$ cat src/rtl/cc_game_pkg.sv
// Shared definitions for the road-game obstacle logic: row-bank state
// encodings, LFSR seed and taps, and the default row width.
package cc_game_pkg;

  typedef enum logic [1:0] {
    CBR_IDLE  = 2'd0,
    CBR_SHIFT = 2'd1,
    CBR_CHECK = 2'd2,
    CBR_CRASH = 2'd3
  } cbr_state_t;

  localparam logic [7:0] CBR_LFSR_SEED = 8'hA5;
  // Taps at bits 7, 5, 4 and 3 (maximal-length 8-bit sequence).
  localparam logic [7:0] CBR_LFSR_TAPS = 8'b1011_1000;
  localparam int         CBR_ROW_WIDTH = 8;

  // Feedback bit for a left-shifting Fibonacci LFSR.
  function automatic logic lfsr_feedback(input logic [7:0] state);
    return ^(state & CBR_LFSR_TAPS);
  endfunction

  // Column index of a spawned car; only meaningful when spawn_car() is set.
  function automatic logic [2:0] spawn_column(input logic [7:0] state);
    return state[2:0];
  endfunction

  // A car is spawned only when the LFSR MSB is set.
  function automatic logic spawn_car(input logic [7:0] state);
    return state[7];
  endfunction

endpackage

$ cat src/rtl/cc_lfsr8.sv
// 8-bit Fibonacci LFSR, shifting left, loaded with a seed on reset and
// advanced one step per cycle while enabled.
module cc_lfsr8
  import cc_game_pkg::*;
#(
  parameter logic [7:0] SEED = CBR_LFSR_SEED
) (
  input  logic       i_clk,
  input  logic       i_rst,
  input  logic       i_en,
  output logic [7:0] o_state
);

  logic [7:0] r_state;

  // Advance the sequence when enabled; hold otherwise.
  always_ff @(posedge i_clk or posedge i_rst) begin
    if (i_rst) begin
      r_state <= SEED;
    end else if (i_en) begin
      r_state <= {r_state[6:0], lfsr_feedback(r_state)};
    end else begin
      r_state <= r_state;
    end
  end

  assign o_state = r_state;

endmodule

$ cat src/rtl/cc_back_rows.sv
// Background obstacle-row bank: scrolls a stack of car rows on each load
// strobe, injects a pseudo-random row at the top, checks the bottom row
// against the player and counts cars that pass safely.
module cc_back_rows
  import cc_game_pkg::*;
#(
  parameter int RDATAWIDTH = CBR_ROW_WIDTH,
  parameter int ROWADDR    = 3
) (
  input  logic                  CC_BackRows_CLOCK_50,
  input  logic                  CC_BackRows_RESET_InHigh,
  input  logic                  CC_BackRows_load_InLow,
  input  logic [RDATAWIDTH-1:0] Player_CC_BackRows_data_InBUS,
  input  logic [ROWADDR-1:0]    CC_BackRows_RowSel_In,
  output logic [RDATAWIDTH-1:0] CC_BackRows_Row_OutBUS,
  output logic                  CC_BackRows_Collision_OutHigh,
  output logic [7:0]            CC_BackRows_Score_OutBUS
);

  localparam int NROWS = 1 << ROWADDR;

  cbr_state_t            r_state;
  logic                  r_load_prev;
  logic [RDATAWIDTH-1:0] r_rows [NROWS];
  logic                  r_collision;
  logic [7:0]            r_score;

  logic [7:0]            w_lfsr;
  logic                  w_lfsr_en;
  logic                  w_load_req;
  logic [RDATAWIDTH-1:0] w_pattern;

  // The generator only steps in the cycle that consumes its value.
  assign w_lfsr_en  = (r_state == CBR_SHIFT);
  // Falling edge of the active-low strobe; a held low level requests once.
  assign w_load_req = r_load_prev & ~CC_BackRows_load_InLow;

  cc_lfsr8 #(
    .SEED (CBR_LFSR_SEED)
  ) u_lfsr (
    .i_clk   (CC_BackRows_CLOCK_50),
    .i_rst   (CC_BackRows_RESET_InHigh),
    .i_en    (w_lfsr_en),
    .o_state (w_lfsr)
  );

  // New top row: a single car at the LFSR-selected column, or an empty row.
  always_comb begin
    w_pattern = {RDATAWIDTH{1'b0}};
    if (spawn_car(w_lfsr)) begin
      w_pattern = {{(RDATAWIDTH-1){1'b0}}, 1'b1} << spawn_column(w_lfsr);
    end else begin
      w_pattern = {RDATAWIDTH{1'b0}};
    end
  end

  // Strobe edge history: tracked in every state so requests arriving while
  // busy are consumed rather than deferred.
  always_ff @(posedge CC_BackRows_CLOCK_50 or posedge CC_BackRows_RESET_InHigh) begin
    if (CC_BackRows_RESET_InHigh) begin
      r_load_prev <= 1'b1;
    end else begin
      r_load_prev <= CC_BackRows_load_InLow;
    end
  end

  // Sequencer: scroll rows, score departing cars, check the bottom row and
  // latch a crash, which freezes the bank until reset.
  always_ff @(posedge CC_BackRows_CLOCK_50 or posedge CC_BackRows_RESET_InHigh) begin
    if (CC_BackRows_RESET_InHigh) begin
      r_state     <= CBR_IDLE;
      r_collision <= 1'b0;
      r_score     <= 8'd0;
      for (int i = 0; i < NROWS; i++) begin
        r_rows[i] <= {RDATAWIDTH{1'b0}};
      end
    end else begin
      case (r_state)
        CBR_IDLE: begin
          if (w_load_req) begin
            r_state <= CBR_SHIFT;
          end else begin
            r_state <= CBR_IDLE;
          end
        end
        CBR_SHIFT: begin
          for (int i = NROWS - 1; i > 0; i--) begin
            r_rows[i] <= r_rows[i-1];
          end
          r_rows[0] <= w_pattern;
          if ((r_rows[NROWS-1] != {RDATAWIDTH{1'b0}}) && (r_score != 8'hFF)) begin
            r_score <= r_score + 8'd1;
          end else begin
            r_score <= r_score;
          end
          r_state <= CBR_CHECK;
        end
        CBR_CHECK: begin
          if ((r_rows[NROWS-1] & Player_CC_BackRows_data_InBUS) != {RDATAWIDTH{1'b0}}) begin
            r_collision <= 1'b1;
            r_state     <= CBR_CRASH;
          end else begin
            r_state     <= CBR_IDLE;
          end
        end
        CBR_CRASH: begin
          r_state     <= CBR_CRASH;
          r_collision <= 1'b1;
        end
        default: begin
          r_state <= CBR_IDLE;
        end
      endcase
    end
  end

  assign CC_BackRows_Row_OutBUS        = r_rows[CC_BackRows_RowSel_In];
  assign CC_BackRows_Collision_OutHigh = r_collision;
  assign CC_BackRows_Score_OutBUS      = r_score;

endmodule

$ cat config.mk
export PLATFORM = sky130hd
export DESIGN_NAME = cc_back_rows
export DESIGN_NICKNAME = d
export VERILOG_FILES = /design/src/rtl/cc_game_pkg.sv /design/src/rtl/cc_lfsr8.sv /design/src/rtl/cc_back_rows.sv
export SDC_FILE = /design/constraint.sdc
export NUM_CORES = 1
export LEC_CHECK = 0
export CORE_MARGIN = 2
export CORE_UTILIZATION = 40
export CTS_CLUSTER_DIAMETER = 120
export DETAILED_ROUTE_END_ITERATION = 8
export PLACE_DENSITY = 0.54
export SYNTH_ARGS = -nofsm -noshare
export SYNTH_HDL_FRONTEND = slang
export SYNTH_SLANG_ARGS = --single-unit
$ cat constraint.sdc
create_clock -name CC_BackRows_CLOCK_50 -period 3.3 [get_ports CC_BackRows_CLOCK_50]
set_input_delay 0.66 -clock CC_BackRows_CLOCK_50 [delete_from_list [all_inputs] [get_ports CC_BackRows_CLOCK_50]]
set_output_delay 0.66 -clock CC_BackRows_CLOCK_50 [all_outputs]
set_load 0.005 [all_outputs]
==> summary.json, run 1 <==
{
  "outcome": {
    "outcome": "finished clean"
  },
  "clock_tree": {
    "cts_tree": "done",
    "cts-buffers-inserted": 9,
    "cts_max_path_buffers": 2,
    "cell_at_the_root_of_the_clock_tree": "sky130_fd_sc_hd__clkbuf_8",
    "clkSlewWorstSetupHoldPaths_ns": 0.08,
    "postCtsResizedCells": 1,
    "cts.sink_count": 84,
    "cts_post_setup_buffers_inserted": 0,
    "clkLatencyLatePin_ns": 0.35,
    "hold_buffers_post_cts": 0,
    "cts.htree.levels": 3
  },
  "sta": {
    "maximum_clock_rate_ghz": 0.316,
    "fin_crit_sh_pct": 95.8,
    "endpoints_failing_hold": 0,
    "period_minus_slack_ns": 3.16,
    "rsz0062_at_grt": "false",
    "worst-slew-pin-transition_ns": 0.683,
    "skew_ns": 0.0103,
    "setup_viol": 0,
    "maxSlewHeadroom_pct": 54.3,
    "timing_max_transition_violations_final": 0,
    "timing.setup.tns_ns": 0
  },
  "synth": {
    "synth-edff-count": 0,
    "yosys_most_used_dff": "sky130_fd_sc_hd__dfrtp_1",
    "ys_warn_count": 0,
    "synth.distinct_cells": 36,
    "post_synth_inst_count": 379,
    "mappedNetlistNets": 394,
    "yosys_register_bits": 84,
    "yosysSeqAreaShare_pct": 55.2,
    "synthesis.area_um2": 3820,
    "avgSynthCellArea_um2": 10.1,
    "postSynth.asyncResetShare_pct": 100
  },
  "final_layout": {
    "most_common_library_cell_in_the_layout_ignoring_fill_and_taps": "sky130_fd_sc_hd__nand2_1",
    "area_delta_synth_final_pct": 19.2,
    "fin_cells": 543,
    "most-common-layout-cells": "sky130_fd_sc_hd__nand2_1 (192), sky130_fd_sc_hd__dfrtp_1 (79), sky130_fd_sc_hd__clkdlybuf4s50_1 (29), sky130_fd_sc_hd__mux4_2 (13), sky130_fd_sc_hd__clkbuf_8 (10)",
    "drive_above_1_share_pct": 15.2,
    "filler_cell_count": 865,
    "insertedDiodeCount": 0,
    "finish.net_count": 425,
    "finalInstanceArea_um2": 4560
  },
  "power": {
    "cell_internal_pwr_w": 0.00179,
    "p_sw_w": 0.000597,
    "power-per-cell-area_nw_per_um2": 523,
    "power_frac_clock_pct": 36.7,
    "power.switching_fraction_pct": 25.0,
    "power_w": 0.00238,
    "power.share.sequential_pct": 50.9,
    "leakage_nw": 2.30,
    "ir_worst_vdd_v": 0.000198,
    "combinationalPowerShare_pct": 12.4
  },
  "routing": {
    "drcViolationCount": 0,
    "routed_via_density": 4.98,
    "via_count": 2704,
    "drtAntennaViolNets": 0,
    "highest-signal-layer": "met4",
    "total_wire_length_um": 8060,
    "met1_length_um": 3970,
    "wire_per_inst_um": 14.9,
    "wl_met3_um": 315,
    "routed-wl-met2_um": 3670,
    "number_of_violations_reported_at_the_end_of_detailed_routing_iteration_0": 134,
    "drt-pass1-iter-count": 6
  },
  "floorplan": {
    "rows": 35,
    "start_util_pct": 41.4,
    "die_outline_width_um": 102,
    "die_h_um": 102,
    "placeableCoreArea_um2": 9240,
    "die_area_um2": 10400,
    "num_io_pins": 31
  },
  "setup_path": {
    "worstSetupEndpointType": "primary output",
    "critical_path_arrival_ns": 2.50,
    "worst-setup-path-type": "primary input to primary output",
    "critical_path_peak_fanout": 8,
    "timing.critical_path.from_type": "primary input",
    "cp_data_required_time_ns": 2.64
  },
  "hold_path": {
    "holdCritPathClass": "register to register"
  },
  "place": {
    "placed_cells_incl_taps": 527,
    "place_congestion": 0.777,
    "detailed_placement_wirelength_estimate_um": 5290,
    "placement.cell_area_um2": 4290,
    "count_of_buffers_from_port_buffering": 30
  },
  "global_route": {
    "first_pass_grt_wire_length_um": 13600,
    "largest_net_degree_at_the_start_of_global_routing": 36,
    "first_global_vias": 2561,
    "antenna_violations_before_repair": 0,
    "grt_use_total_pct": 17.2,
    "grt_overflow": 0
  },
  "run": {
    "max-cap-violations": 0
  }
}
## worst paths after layout
path                                                from                     endpoint  slack (ns)  cells after the start
min in group asynchronous       CC_BackRows_RESET_InHigh  CC_BackRows_Score_OutBUS[1]        0.68                      2
worst max-delay path            CC_BackRows_RowSel_In[0]    CC_BackRows_Row_OutBUS[4]        0.14                      5
worst min-delay path                   u_lfsr.o_state[6]            u_lfsr.o_state[7]        0.48                      2
worst min register to register         u_lfsr.o_state[6]            u_lfsr.o_state[7]        0.48                      2
worst max register to register                 r_rows[4]  CC_BackRows_Score_OutBUS[1]        1.52                      4
max in group asynchronous       CC_BackRows_RESET_InHigh            u_lfsr.o_state[0]        1.87                      3
## worst max-delay path, cell delays in order
cell	delay [ns]
sky130_fd_sc_hd__dlygate4sd2_1	0.30
sky130_fd_sc_hd__bufbuf_16	0.32
sky130_fd_sc_hd__mux4_2	0.49
sky130_fd_sc_hd__mux2_2	0.28
sky130_fd_sc_hd__clkdlybuf4s50_1	0.45
## kinds of logic after synthesis
kind of cell	synth area share (%)
muxes	12.8
AOI/OAI and AO/OA	5.01
DFF	55.2
and+or+nand+nor	21.6
buffers and inverters	3.01
xor gates and xnor gates	2.06
adders and majority gates	0.327
## cell usage after synthesis (2+ instances only)
cell | number | area, um2
sky130_fd_sc_hd__o31ai_1 | 4 | 30.0
sky130_fd_sc_hd__buf_1 | 7 | 26.3
sky130_fd_sc_hd__xnor2_1 | 5 | 43.8
sky130_fd_sc_hd__nand2b_1 | 2 | 12.5
sky130_fd_sc_hd__nand2_1 | 193 | 724
sky130_fd_sc_hd__nand3_1 | 2 | 10.0
sky130_fd_sc_hd__o21ai_0 | 5 | 25.0
sky130_fd_sc_hd__mux4_2 | 13 | 293
sky130_fd_sc_hd__dfstp_2 | 5 | 131
sky130_fd_sc_hd__xor2_1 | 4 | 35.0
sky130_fd_sc_hd__a32o_1 | 3 | 30.0
sky130_fd_sc_hd__a21oi_1 | 2 | 10.0
sky130_fd_sc_hd__inv_1 | 6 | 22.5
sky130_fd_sc_hd__mux4_1 | 3 | 78.8
sky130_fd_sc_hd__dfrtp_1 | 79 | 1980
sky130_fd_sc_hd__nor4_1 | 2 | 12.5
sky130_fd_sc_hd__buf_2 | 2 | 10.0
sky130_fd_sc_hd__clkbuf_1 | 9 | 33.8
sky130_fd_sc_hd__or4_4 | 2 | 22.5
sky130_fd_sc_hd__nor3_1 | 3 | 15.0
sky130_fd_sc_hd__nor2_1 | 4 | 15.0
sky130_fd_sc_hd__mux2_2 | 9 | 101
sky130_fd_sc_hd__buf_6 | 2 | 22.5
## layer usage
metal,global-route usage (%),vias up
met3,2.48,10
met2,25.4,51
li1,-,1310
met1,25.2,1333
met4,7.38,0
met5,0,-
## stage by stage
step | hold WS (ns) | utilization, % | setup slack (ns)
2_1_floorplan | 0.440 | - | 0.483
3_3_place_gp | 0.455 | 46.4 | 0.000830
3_5_place_dp | 0.466 | 46.4 | -0.0271
4_1_cts | 0.485 | 49.3 | 0.126
5_1_grt | 0.503 | 49.3 | 0.0865
6_report | 0.476 | 49.3 | 0.140
## power by group through the flow
| stage | Sequential (W) | Clock (W) | Combinational (W) |
|---|---|---|---|
| global placement | 0.00123 | 0 | 0.000292 |
| floorplan | 0.00121 | 0 | 0.000212 |
| global route | 0.00123 | 0.000944 | 0.000339 |
| detailed placement | 0.00123 | 0 | 0.000297 |
| CTS | 0.00121 | 0.000896 | 0.000303 |
| finish | 0.00121 | 0.000874 | 0.000296 |
## registers in the layout, indices dropped and copies added, names as in the netlist
name	flops
u_lfsr.o_state	8
r_load_prev	1
CC_BackRows_Collision_OutHigh	1
r_rows	64
r_state	2
CC_BackRows_Score_OutBUS	8
## area by class of cell
| cell class | count | area [um2] | area share, % |
|---|---|---|---|
| multi-input combinational | 269 | 1600 | 35.1 |
| tap | 129 | 161 | 3.54 |
| clock buffer | 10 | 138 | 3.02 |
| clock inverter | 5 | 100 | 2.20 |
| timing repair buffer | 40 | 424 | 9.31 |
| sequential | 84 | 2110 | 46.3 |
| inverter | 6 | 23.8 | 0.522 |
Power figures use the tool's default switching activity.
==> run 2, diff against run 1 <==
--- a/config.mk
+++ b/config.mk
@@ -8,6 +8,7 @@
 export CORE_MARGIN = 2
 export CORE_UTILIZATION = 40
 export CTS_CLUSTER_DIAMETER = 120
+export CTS_CLUSTER_SIZE = 24
 export DETAILED_ROUTE_END_ITERATION = 8
 export PLACE_DENSITY = 0.54
 export SYNTH_ARGS = -nofsm -noshare
==> results of run 2 <==
No change in the layout: final DEF, timing and power equal those of run 1.
